`config.mk`:
```
export PLATFORM = sky130hd
export DESIGN_NAME = pll_reset_sequencer
export DESIGN_NICKNAME = d
export VERILOG_FILES = /design/src/rtl/pll_reset_sequencer.sv
export SDC_FILE = /design/constraint.sdc
export NUM_CORES = 1
export LEC_CHECK = 0
export BUFFER_PORTS_ARGS = -buffer_cell sky130_fd_sc_hd__clkbuf_2
export CORE_MARGIN = 5
export CORE_UTILIZATION = 50
export CTS_CLUSTER_SIZE = 20
export DETAILED_ROUTE_END_ITERATION = 6
export MAX_ROUTING_LAYER = met4
export PLACE_DENSITY = 0.73
export RECOVER_POWER = 25
export SYNTH_ARGS = -nofsm -noshare
export SYNTH_HDL_FRONTEND = slang
export SYNTH_SLANG_ARGS = --single-unit
```
`constraint.sdc`:
```
create_clock -name clkin -period 6.6 [get_ports clkin]
set_input_delay 0.99 -clock clkin [delete_from_list [all_inputs] [get_ports clkin]]
set_output_delay 0.99 -clock clkin [all_outputs]
set_load 0.03 [all_outputs]
```
`src/rtl/pll_reset_sequencer.sv`:
```
// PLL supervisor: drives the PLL RESET pin, filters LOCK, retries on timeout and
// releases the per-channel output-domain resets one by one.
//
// state     | meaning
// ----------+-----------------------------------------------------------
// PLLRST    | pll_reset_o asserted for PLL_RST_CYC cycles
// WAITLOCK  | reset released, waiting up to LOCK_TIMEOUT for lock_s
// FILTER    | lock_s must stay high for LOCK_FILT consecutive cycles
// RELEASE   | channel resets released CH_STAGGER cycles apart
// RUN       | all channels out of reset, watching for lock loss
// FAULT     | retries exhausted, PLL held in reset until restart
module pll_reset_sequencer #(
    parameter int NUM_CH       = 3,
    parameter int PLL_RST_CYC  = 16,
    parameter int LOCK_FILT    = 256,
    parameter int LOCK_TIMEOUT = 65536,
    parameter int CH_STAGGER   = 64,
    parameter int MAX_RETRY    = 3
) (
    input  logic                           clkin,
    input  logic                           rst_n,
    input  logic                           pll_lock_i,
    input  logic                           sw_restart_i,
    output logic                           pll_reset_o,
    output logic [NUM_CH-1:0]              ch_rst_n_o,
    output logic                           ready_o,
    output logic                           fault_o,
    output logic [$clog2(MAX_RETRY+1)-1:0] retry_cnt_o
);

    localparam int RW      = $clog2(MAX_RETRY + 1);
    localparam int M1      = (PLL_RST_CYC > LOCK_TIMEOUT) ? PLL_RST_CYC : LOCK_TIMEOUT;
    localparam int M2      = (M1 > LOCK_FILT) ? M1 : LOCK_FILT;
    localparam int CH_SPAN = NUM_CH * CH_STAGGER;
    localparam int CNT_MAX = (M2 > CH_SPAN) ? M2 : CH_SPAN;
    localparam int CW      = (CNT_MAX > 1) ? $clog2(CNT_MAX) : 1;

    localparam logic [CW-1:0] RST_LAST  = CW'(PLL_RST_CYC - 1);
    localparam logic [CW-1:0] TO_LAST   = CW'(LOCK_TIMEOUT - 1);
    localparam logic [CW-1:0] FILT_LAST = CW'(LOCK_FILT - 1);
    localparam logic [CW-1:0] REL_LAST  = CW'((NUM_CH > 1) ? (NUM_CH - 1) * CH_STAGGER - 1 : 0);
    localparam logic [RW-1:0] RETRY_MAX = RW'(MAX_RETRY);

    typedef enum logic [2:0] {
        S_PLLRST, S_WAITLOCK, S_FILTER, S_RELEASE, S_RUN, S_FAULT
    } state_e;

    state_e             state_q, state_d;
    logic [CW-1:0]      cnt_q, cnt_d;
    logic               cnt_clr;
    logic [RW-1:0]      retry_q, retry_d;
    logic               lock_meta_q, lock_s_q;
    logic               pll_reset_q, pll_reset_d;
    logic [NUM_CH-1:0]  ch_rst_n_q, ch_rst_n_d;
    logic               ready_q, ready_d;
    logic               fault_q, fault_d;

    always_ff @(posedge clkin or negedge rst_n) begin
        if (!rst_n) begin
            lock_meta_q <= 1'b0;
            lock_s_q    <= 1'b0;
            state_q     <= S_PLLRST;
            cnt_q       <= '0;
            retry_q     <= '0;
            pll_reset_q <= 1'b1;
            ch_rst_n_q  <= '0;
            ready_q     <= 1'b0;
            fault_q     <= 1'b0;
        end else begin
            lock_meta_q <= pll_lock_i;
            lock_s_q    <= lock_meta_q;
            state_q     <= state_d;
            cnt_q       <= cnt_d;
            retry_q     <= retry_d;
            pll_reset_q <= pll_reset_d;
            ch_rst_n_q  <= ch_rst_n_d;
            ready_q     <= ready_d;
            fault_q     <= fault_d;
        end
    end

    always_comb begin
        state_d = state_q;
        retry_d = retry_q;
        cnt_clr = 1'b0;
        if (sw_restart_i) begin
            // Also clears cnt when already in PLLRST so the full pulse is reapplied.
            state_d = S_PLLRST;
            retry_d = '0;
            cnt_clr = 1'b1;
        end else begin
            case (state_q)
                S_PLLRST: begin
                    if (cnt_q == RST_LAST) state_d = S_WAITLOCK;
                end
                S_WAITLOCK: begin
                    if (lock_s_q) begin
                        state_d = S_FILTER;
                    end else if (cnt_q == TO_LAST) begin
                        if (retry_q == RETRY_MAX) begin
                            state_d = S_FAULT;
                        end else begin
                            state_d = S_PLLRST;
                            retry_d = retry_q + RW'(1);
                        end
                    end
                end
                S_FILTER: begin
                    if (!lock_s_q) begin
                        state_d = S_WAITLOCK;
                    end else if (cnt_q == FILT_LAST) begin
                        if (NUM_CH == 1) begin
                            state_d = S_RUN;
                            retry_d = '0;
                        end else begin
                            state_d = S_RELEASE;
                        end
                    end
                end
                S_RELEASE: begin
                    if (!lock_s_q) begin
                        state_d = S_PLLRST;
                    end else if (cnt_q == REL_LAST) begin
                        state_d = S_RUN;
                        retry_d = '0;
                    end
                end
                S_RUN: begin
                    if (!lock_s_q) state_d = S_PLLRST;
                end
                S_FAULT: begin
                    state_d = S_FAULT;
                end
                default: begin
                    state_d = S_PLLRST;
                end
            endcase
        end
        if (state_d != state_q) cnt_clr = 1'b1;
        if (cnt_clr)             cnt_d = '0;
        else if (cnt_q == '1)    cnt_d = cnt_q;
        else                     cnt_d = cnt_q + CW'(1);
    end

    // Outputs are decoded from the next state so they change on the transition edge.
    always_comb begin
        pll_reset_d = (state_d == S_PLLRST) || (state_d == S_FAULT);
        fault_d     = (state_d == S_FAULT);
        ready_d     = (state_d == S_RUN);
        ch_rst_n_d  = '0;
        case (state_d)
            S_RUN: ch_rst_n_d = '1;
            S_RELEASE: begin
                ch_rst_n_d[0] = 1'b1;
                for (int k = 1; k < NUM_CH; k++) begin
                    ch_rst_n_d[k] = (cnt_d >= CW'(k * CH_STAGGER));
                end
            end
            default: ch_rst_n_d = '0;
        endcase
    end

    assign pll_reset_o = pll_reset_q;
    assign ch_rst_n_o  = ch_rst_n_q;
    assign ready_o     = ready_q;
    assign fault_o     = fault_q;
    assign retry_cnt_o = retry_q;

endmodule
```
* After elaboration in Yosys (flattened, before gate mapping)
Cells that the tools add are included.
** Word-level totals
- Register bits after elaboration :: 29
- Input bits :: 4
- Output and inout port bits :: 8
- Logic and storage cells :: 60
** Cells by class
- Add/sub/neg operators :: 2
- Magnitude comparators :: 2
- Equal/unequal tests :: 19
- Mux-type cells :: 23
- Reduce and logical (&&, ||, !) cells :: 5
** Operators with widths (count)
- $mux W16 :: 2
- $mux W3 :: 10
- $pmux W3 S6 :: 1
- $add A16 B1 Y16 const B :: 1
- $eq A16 B16 Y1 const B :: 1
- $eq A16 B4 Y1 const B :: 1
- $eq A16 B7 Y1 const B :: 1
- $eq A16 B8 Y1 const B :: 1
- $ge A16 B7 Y1 const B :: 1
- $ge A16 B8 Y1 const B :: 1
- $ne A3 B3 Y1 const B :: 5
- $eq A3 B3 Y1 const B :: 4
- $mux W2 :: 6
- $eq A3 B2 Y1 const B :: 3
- $logic_not A3 Y1 :: 2
- $pmux W3 S2 :: 1
- $reduce_and A6 Y1 :: 1
- $pmux W2 S2 :: 1
- $eq A3 B1 Y1 const B :: 1
- $ne A3 B3 Y1 :: 1
- $reduce_bool A3 Y1 :: 1
- $add A2 B1 Y2 const B :: 1
- $eq A2 B2 Y1 const B :: 1
- $mux W1 :: 2
- $logic_or A1 B1 Y1 :: 1

* Logic depth before layout (Yosys ltp)
Gate-level depths: netlist of run 1.
- Depth in word-level cells :: 11
- Depth in mapped cells :: 8
- Mapped depth without buffers :: 8

* Worst setup path before layout of run 1
Ideal clock, no wire load.
- Path type :: register -> register
- Start point :: register cnt_q[10]
- End point :: register cnt_q[10]
- Library setup time :: 0.127 ns
- Arrival :: 2.356 ns
- Data required time :: 6.473 ns
- Path slack :: 4.118 ns
- Stages on the path, launching flop included :: 9
- Path buffers :: 2
- Clock period less this slack :: 2.482 ns
- Cells stage by stage :: dfrtp_1 buf_2 or4_4 nor3_4 a21oi_2 a211oi_4 mux2i_1 buf_4 nor3_2
** Between the ends
- Cells in the longest elaborated chain, start to end :: 8
- Elaborated cells between the ends (all ways) :: 18
- Those cells by class :: 1 x add/sub; 5 x eq/ne; 12 x mux
** RTL lines
- start: declaration :: line 49 : logic [CW-1:0] cnt_q, cnt_d;
- start signal: assignment :: line 73 : cnt_q <= cnt_d;
- $eq A16 B7 Y1, or another cell as far along :: line 123 : end else if (cnt_q == REL_LAST) begin
- $mux W3, on equally long branches :: line 123, 111, 99
- $mux W3, on equally long branches :: line 121, 109, 97
- $pmux W3 S6 :: line 92 : case (state_q)
- $mux W3 :: line 86 : if (sw_restart_i) begin
- $ne A3 B3 Y1 :: line 139 : if (state_d != state_q) cnt_clr = 1'b1;
- $mux W1 :: line 139
- $mux W16 * :: line 140 : if (cnt_clr) cnt_d = '0;
- net cnt_d[10] :: line 49
The timed path passes the listed nets; every way through them passes the cells marked *.
A chain may end at the register's enable or synchronous reset.

* Worst setup path after layout of run 1
- Start point :: register cnt_q[8]
- End point :: register cnt_q[0]
Same word-level chain as after synthesis.

==> impl_results.md, run 1 <==
- WL/cell: 15.1 um
- Floorplan core area: 0.00363 mm^2
- Post-synth EDFFs: 0
- DP Worst Slack: 3.56 ns
- Wirelength, routed: 3870 um
- Gr ovfl total: 0
- Largest net degree at the start of global routing: 30
- Cells after Synth: 201
- Clock Skew: 0.00361 ns
- Share of layout cells above drive strength 1: 0.188
- Critical path arrival: 3.18 ns
- Critical path required time: 6.72 ns
- DP Area: 0.00193 mm^2
- CP startpoint kind: flip-flop
- Final period util: 0.465
- Setup Viol. Count Final: 0
- CP bufs+invs: 0
- Unrepaired setup endpoints after global routing: no
- Failing checks: max-capacitance violations, max-slew violations
- Area Growth Syn to Fin: 8.33%
- Worst-Margin Slew: 1.51 ns
- Fill count: 334
- # IOs: 12
- Max Fclk: 0.326 GHz
- Crit-path cells: or4_4 > nor3_4 > a21oi_2 > a211oi_4 > mux2i_2 > nor3_1
- Met2 Use GR: 0.253
- Seq/Total Area, Yosys: 0.390
- Mapped Nets: 207
- GR Util met1: 0.232
- Crit end category: flip-flop
- Slowest CP cell: mux2i_2
- Sink Count: 29
- Multi-input gate area: 0.00108 mm^2
- Row count: 22
- Setup WS post-layout: 3.53 ns
- Flops & latches, synth: 29
- Asr flop ratio synth: 1.00
- Starting density of the core: 0.512
- Nets: 213
- Max cap viols: 1
- Worst hold path class: reg -> reg
- Number of synthesis warnings: 0
- Fin area: 0.00202 mm^2
- TritonCTS buffer count: 5
- DR vias/cell: 6.02
- Reg clk slew, reported paths: 0.07 ns
- Ant diodes: 0
- Fin. Hold Viols: 0
- Die Wd: 71.0 um
- Clk root buf: clkbuf_8
- Global-route wire length before repair: 6880 um
- Max-slew violations: 30
- Critical path's top delay family: simple AND/OR/NAND/NOR gates
- Die Ht: 71.0 um
- Setup TNS: 0 ns
- Top_reg_cell synth: dfrtp_1
- RD Place Congestion: 0.889
- H-Tree Level Count: 2
- Status: complete, but fails checks
- DPL Wire Length: 2810 um
- Global route hottest layer: met2
- Max VDD drop: 124 uV
- Final Power: 0.000341 W
- Critical path class: reg -> reg
- Pre-antenna DRT Iters: 4
- Total GRT Usage: 0.178
- Fin crit period: 3.07 ns
- Post-route ant nets: 0
- Register area: 727 um^2
- CTS resizes: 0
- Initial antenna violation count: 0
- CTS tree: yes
- Clock Latency Late Sink: 0.29 ns
- Synth Cell Area: 0.00186 mm^2
- Crit Path Max Fanout: 16
- # DRC: 0
- Global routing usage on met3: 0.0653
- Final Util: 0.555
- Leakage: 0.842 nW
- Biggest cell delay along the critical path: 0.99 ns
- Cts hold-fix bufs: 0
- Die area: 0.00504 mm^2
- Setup Fix Bufs, Post-CTS: 0
- Yosys cell types: 46
- Vias: 1541
- Syn avg cell area: 9.26 um^2
- Slew headroom: -0.00704
- Port bufs: 11
- Worst-case clock buffer depth: 2
- Vias in the first global route: 1418
- Iteration-0 DRC Markers: 110
- Pwr per Cell Area: 169 mW/mm^2
==> through the flow <==
step | hold WS (ns) | instances
detailed placement | 0.335 | 248
global placement | 0.333 | 248
global route | 0.355 | 256
finish | 0.349 | 256
CTS | 0.351 | 256
floorplan | 0.331 | 201
==> registers in the layout, summed over array words and instances, names as in the netlist <==
signal	cells
ready_o	1
state_q	3
lock_s_q	1
retry_cnt_o	2
cnt_q	16
lock_meta_q	1
fault_o	1
pll_reset_o	1
ch_rst_n_o	3
==> layout make-up <==
type | instances | area share
Inverter | 2 | 0.00372
Clock buffer | 5 | 0.0341
Multi-Input combinational cell | 158 | 0.534
Sequential cell | 29 | 0.360
Timing Repair Buffer | 11 | 0.0267
Tap cell | 48 | 0.0298
Clock inverter | 3 | 0.0112
==> kinds of logic after synthesis <==
logic type | synth area share
muxes | 0.0383
AOI/OAI and AO/OA | 0.136
and+or+nand+nor | 0.337
adders and majority gates | 0.0134
DFF | 0.390
xor gates and xnor gates | 0.0517
buffers and inverters | 0.0329
==> synth_stat cells, types with 3 or more instances <==
cell,instances,area [um^2]
a31oi_1,4,25.0
nand4_1,9,56.3
clkbuf_1,7,26.3
and3_1,9,56.3
nor4_1,4,25.0
nand2_1,11,41.3
a21o_1,4,30.0
a211oi_1,3,22.5
nand3_1,11,55.1
nor3_2,10,100
and2_1,4,25.0
xnor2_1,7,61.3
nand2b_1,5,31.3
nor2b_1,3,18.8
nor3_1,13,65.1
dfrtp_1,28,701
mux2i_1,6,60.1
o21ai_0,5,25.0
xor2_1,4,35.0
nor2_1,12,45.0
a21oi_1,8,40.0
buf_2,4,20.0
==> metal layers <==
metal	wire (um)	vias up
met5	0	-
met4	87	0
met3	262	10
met2	1750	49
met1	1770	717
li1	-	765
==> where the power goes <==
group	internal (W)	switching, W	total (W)	leakage (nW)
registers	0.000180	0.00000279	0.000183	0.395
logic	0.00000359	0.00000854	0.0000121	0.411
clock network	0.0000737	0.0000726	0.000146	0.0364
==> worst reg2reg max path, stage by stage, from the launching register on <==
cell and delay, ns:
dfrtp_1 0.45, or4_4 0.59, nor3_4 0.29, a21oi_2 0.12, a211oi_4 0.30, mux2i_2 1.00, nor3_1 0.16
==> final timing paths <==
path / end / slack (ns) / cells after the start / from
max: cnt_q[0]$_DFF_PN0_ / 3.53 / 6 / cnt_q[8]$_DFF_PN0_
max reg2reg: cnt_q[0]$_DFF_PN0_ / 3.53 / 6 / cnt_q[8]$_DFF_PN0_
min reg2reg: lock_s_q$_DFF_PN0_ / 0.35 / 0 / lock_meta_q$_DFF_PN0_
min: lock_s_q$_DFF_PN0_ / 0.35 / 0 / lock_meta_q$_DFF_PN0_
max in group asynchronous: cnt_q[9]$_DFF_PN0_ / 4.66 / 1 / rst_n
min in group asynchronous: lock_s_q$_DFF_PN0_ / 1.05 / 1 / rst_n
==> cell usage in the layout, fill, tap and decap left out, types with 3 or more instances in the layout <==
master      synthesis  final
nor4_1              4      4
xnor2_1             7      7
o21ai_0             5      5
mux2i_1             6      5
nand4_1             9      9
clkinvlp_4          0      3
nand2_1            11     11
nand2b_1            5      5
nor2_1             12     12
and3_1              9      9
a21o_1              4      4
and2_1              4      4
a21oi_1             8      8
nor3_1             13     13
nand3_1            11     11
nor2b_1             3      3
nor3_2             10     10
a211oi_1            3      3
clkbuf_8            0      5
dfrtp_1            28     28
a31oi_1             4      4
xor2_1              4      4
clkbuf_2            0     10
(Power assumes the default switching activity.)
==> run 2, diff against run 1 <==
- PLACE_DENSITY: 0.73 -> 0.75
- clock period: 6.6 -> 2.5 ns (I/O delays scaled with it)
==> run 2 against run 1 <==
Against the previous run:
- the run still ends with max-capacitance violations, max-slew violations left
- global-route usage up 0.57 points
- worst setup slack worse by 3.4 ns
- clock skew up 0.0063 ns
- flip-flop and latch count unchanged
- first-iteration DRC count up 40%
- maximum frequency up 30%
- critical path type unchanged
- largest power group is now the clock network
- highest routed layer unchanged
==> impl_results.md, run 2 (synthesis gave the netlist of run 1 again) <==
- # DRC: 0
- Max VDD drop: 271 uV
- Fin crit period: 2.35 ns
- Register area: 727 um^2
- Reg2reg path depth: 7
- Clock Latency Late Sink: 0.29 ns
- Worst hold path class: in -> reg
- TritonCTS buffer count: 5
- Share of layout cells above drive strength 1: 0.250
- Die Ht: 71.0 um
- Multi-input gate area: 0.00109 mm^2
- Cts hold-fix bufs: 0
- Fin area: 0.00219 mm^2
- Hold Path Cell Cnt: 1
- R2R setup slack: 0.15 ns
- Pre-antenna DRT Iters: 5
- H-Tree Level Count: 2
- Critical path class: reg -> reg
- Clk root buf: clkbuf_8
- Sink Count: 29
- Die Wd: 71.0 um
- Global-route wire length before repair: 7190 um
- Unrepaired setup endpoints after global routing: no
- Max Fclk: 0.425 GHz
- Largest net degree at the start of global routing: 30
- Ant diodes: 0
- Total GRT Usage: 0.184
- Crit Path Max Fanout: 7
- Worst-Margin Slew: 1.54 ns
- Wirelength, routed: 4190 um
- DP Area: 0.00204 mm^2
- Max cap viols: 1
- Gr ovfl total: 0
- Nets: 229
- WL/cell: 15.4 um
- Crit end category: flip-flop
- Critical path arrival: 2.52 ns
- Pwr per Cell Area: 472 mW/mm^2
- DR vias/cell: 6.13
- Vias in the first global route: 1581
- CP startpoint kind: flip-flop
- DPL Wire Length: 2980 um
- Area Growth Syn to Fin: 17.5%
- Leakage: 0.951 nW
- Die area: 0.00504 mm^2
- Reg clk slew, reported paths: 0.07 ns
- RD Place Congestion: 0.911
- CTS tree: yes
- Starting density of the core: 0.512
- Fill count: 336
- Row count: 22
- Floorplan core area: 0.00363 mm^2
- Iteration-0 DRC Markers: 154
- Critical path required time: 2.67 ns
- Fin. Hold Viols: 0
- Final period util: 0.941
- Max-slew violations: 30
- Vias: 1666
- Worst-case clock buffer depth: 2
- Post-route ant nets: 0
- Initial antenna violation count: 0
- Failing checks: max-capacitance violations, max-slew violations
- Status: complete, but fails checks
- Slew headroom: -0.0287
- Commonest non-fill, non-tap cell in the layout: dfrtp_1
- Port bufs: 11
- Setup TNS: 0 ns
- Most frequent cells in the layout: 28 x dfrtp_1, 15 x buf_4, 13 x nor3_1
- Max reg flops: 16
- Biggest register: cnt_q
- # IOs: 12
- Clock Skew: 0.00994 ns
- Setup Viol. Count Final: 0
==> run 2: area by class of cell <==
type / count / share of cell area
Multi-Input combinational cell: 158 / 0.497
Timing Repair Buffer: 27 / 0.0852
Tap cell: 48 / 0.0274
Inverter: 2 / 0.00343
Sequential cell: 29 / 0.332
Clock buffer: 6 / 0.0377
Clock inverter: 2 / 0.0172
==> run 2: layer usage <==
metal / GRT usage / part of all wire
met1: 0.221 / 0.42
met3: 0.0511 / 0.074
met5: - / 0
met2: 0.297 / 0.49
met4: 0.0626 / 0.013
==> run 2: critical path: stages (launching register included) <==
cell       delay (ns)
dfrtp_1          0.38
or4_4            0.56
nor3_4           0.30
a21o_1           0.20
a211oi_4         0.06
mux2i_2          0.18
buf_4            0.19
a2111oi_1        0.36
==> run 2: repair_timing <==
| item | CTS | global route |
|---|---|---|
| setup buffers | 0 | 2 |
| endpoints found under the setup margin | 0 | 2 |
| resized for setup | 0 | 2 |
==> run 2: worst paths after layout <==
check,startpoint,to
worst max-delay path,cnt_q[11]$_DFF_PN0_,cnt_q[6]$_DFF_PN0_
worst min-delay path,pll_lock_i,lock_meta_q$_DFF_PN0_
worst max register to register,cnt_q[11]$_DFF_PN0_,cnt_q[6]$_DFF_PN0_
worst min register to register,lock_meta_q$_DFF_PN0_,lock_s_q$_DFF_PN0_
max in group asynchronous,rst_n,cnt_q[1]$_DFF_PN0_
min in group asynchronous,rst_n,ch_rst_n_o[1]$_DFF_PN0_
==> run 2: metrics by stage <==
step / utilization / power, W / hold slack, ns / std cells / setup slack, ns
floorplan: - / 0.000508 / 0.0794 / 201 / 0.0175
global placement: 0.563 / 0.000528 / 0.334 / 262 / 0.220
detailed placement: 0.563 / 0.000530 / 0.342 / 262 / 0.108
CTS: 0.596 / 0.00104 / 0.157 / 270 / 0.0771
global route: 0.602 / 0.00107 / 0.195 / 272 / 0.00362
finish: 0.602 / 0.00103 / 0.192 / 272 / 0.147
==> run 2: report_power, final <==
group / switching [W] / internal, W
Sequential: 0.00000744 / 0.000475
Clock: 0.000188 / 0.000324
Combinational: 0.0000251 / 0.0000132
==> run 3, diff against run 2 <==
- PLACE_DENSITY: 0.75 -> 0.73
- clock period: 2.5 -> 2.3 ns (I/O delays scaled with it)
==> run 3 against run 2 <==
Against the previous run:
- the flow still finishes with violations (max-capacitance violations, max-slew violations)
- maximum frequency rose by 3.7%
- hold slack got worse by 0.020 ns
- critical path type unchanged
- final cell count rose by 2.6%
- clock skew fell by 0.0028 ns
- first-iteration DRC count fell by 3.9%
- via count rose by 0.90%
- flip-flop and latch count did not move
- non-clock buffer count rose by 7
- count of clock-buffer cells in the layout fell by 1
- sequential power rose by 8.3%
- wire length rose by 6.9%
==> impl_results.md, run 3 (synthesis gave the netlist of run 1 again) <==
- Floorplan core area: 0.00363 mm^2
- Hold Path Cell Cnt: 1
- DPL Wire Length: 3240 um
- Post-route ant nets: 0
- CP startpoint kind: flip-flop
- # DRC: 0
- Reg clk slew, reported paths: 0.07 ns
- Fin crit period: 2.27 ns
- Failing checks: max-capacitance violations, max-slew violations
- Vias in the first global route: 1570
- DP Worst Slack: 0.0181 ns
- Setup Viol. Count Final: 0
- Sink Count: 29
- Area Growth Syn to Fin: 20.2%
- Crit end category: flip-flop
- Crit Path Max Fanout: 6
- Row count: 22
- Die area: 0.00504 mm^2
- Gr ovfl total: 0
- Reg2reg path depth: 7
- Commonest non-fill, non-tap cell in the layout: dfrtp_1
- Max cap viols: 1
- DR vias/cell: 6.03
- Min Hold Slack: 0.173 ns
- Worst hold path class: in -> reg
- Initial antenna violation count: 0
- Max-slew violations: 30
- WL/cell: 16.1 um
- Worst-case clock buffer depth: 2
- CTS tree: yes
- Fin. Hold Viols: 0
- Clock Latency Late Sink: 0.28 ns
- Total GRT Usage: 0.194
- Max Fclk: 0.441 GHz
- Ant diodes: 0
- Leakage: 0.976 nW
- Final period util: 0.987
- TritonCTS buffer count: 5
- Setup TNS: 0 ns
- RD Place Congestion: 0.922
- Wirelength, routed: 4480 um
- Setup WS post-layout: 0.0306 ns
- Starting density of the core: 0.512
- Biggest register: cnt_q
- Slew headroom: -0.0945
- Worst-Margin Slew: 1.64 ns
- H-Tree Level Count: 2
- Max reg flops: 16
- Pwr per Cell Area: 439 mW/mm^2
- Clk root buf: clkbuf_8
- Pre-antenna DRT Iters: 4
- Nets: 236
- Vias: 1681
- Share of layout cells above drive strength 1: 0.286
- Largest net degree at the start of global routing: 30
- Max VDD drop: 237 uV
- Critical path required time: 2.45 ns
- Die Ht: 71.0 um
- Critical path class: reg -> reg
- Global-route wire length before repair: 7530 um
- Status: complete, but fails checks
- # IOs: 12
- Die Wd: 71.0 um
- Most frequent cells in the layout: 28 x dfrtp_1, 21 x buf_4, 12 x nor2_1, 12 x nor3_2
- Clock Skew: 0.00717 ns
- Critical path arrival: 2.42 ns
- Port bufs: 11
- Iteration-0 DRC Markers: 148
- Unrepaired setup endpoints after global routing: yes
-- run 3: stage by stage --
| stage | instance area [um^2] | utilization | total power (W) | cells |
|---|---|---|---|---|
| 5_1_grt | 2240 | 0.616 | 0.00103 | 279 |
| 3_3_place_gp | 2130 | 0.585 | 0.000580 | 270 |
| 3_5_place_dp | 2130 | 0.585 | 0.000581 | 270 |
| 4_1_cts | 2210 | 0.609 | 0.000997 | 278 |
| 2_1_floorplan | 1890 | - | 0.000552 | 201 |
| 6_report | 2240 | 0.616 | 0.000983 | 279 |
-- run 3: path summary, 6_finish.rpt --
path	start	slack, ns	end
hold reg to reg	lock_meta_q$_DFF_PN0_	0.36	lock_s_q$_DFF_PN0_
max in group asynchronous	rst_n	0.87	lock_meta_q$_DFF_PN0_
hold / removal	pll_lock_i	0.17	lock_meta_q$_DFF_PN0_
min in group asynchronous	rst_n	0.47	cnt_q[13]$_DFF_PN0_
setup reg to reg	cnt_q[8]$_DFF_PN0_	0.03	cnt_q[7]$_DFF_PN0_
setup / recovery	cnt_q[8]$_DFF_PN0_	0.03	cnt_q[7]$_DFF_PN0_
-- run 3: worst max-delay path, cell delays in order, from the launching register on --
cell and delay [ns]:
dfrtp_1 0.38, or4_4 0.56, nor3_4 0.21, a21oi_2 0.10, a211oi_4 0.25, mux2i_4 0.42, buf_4 0.19, nor3_2 0.04
-- run 3: area by class of cell --
class                   instances  area (um^2)
fillers                       341         1400
multi-input cells             158         1110
flip-flops and latches         29          727
repair buffers                 34          251
clock buffers                   5         68.8
well taps                      48         60.1
clock inverters                 3         17.5
inverters                       2         7.51
-- run 3: repair_timing --
action                                 4_1_cts  5_1_grt
buffers inserted                             0        1
endpoints found under the hold margin        0        0
gates resized for setup                      0        4
setup endpoints to repair                    0       17
hold buffers                                 0        0
-- run 3: power by group --
part | internal, W | switching [W] | total, W
Sequential | 0.000516 | 0.00000677 | 0.000523
Combinational | 0.0000183 | 0.0000308 | 0.0000491
Clock | 0.000208 | 0.000202 | 0.000411
-- run 3: routing by layer --
layer | global-route usage | share of wire | vias to the layer above
li1 | - | - | 808
met1 | 0.265 | 0.46 | 806
met2 | 0.281 | 0.45 | 57
met3 | 0.0384 | 0.062 | 10
met4 | 0.0814 | 0.022 | 0
met5 | - | 0 | -
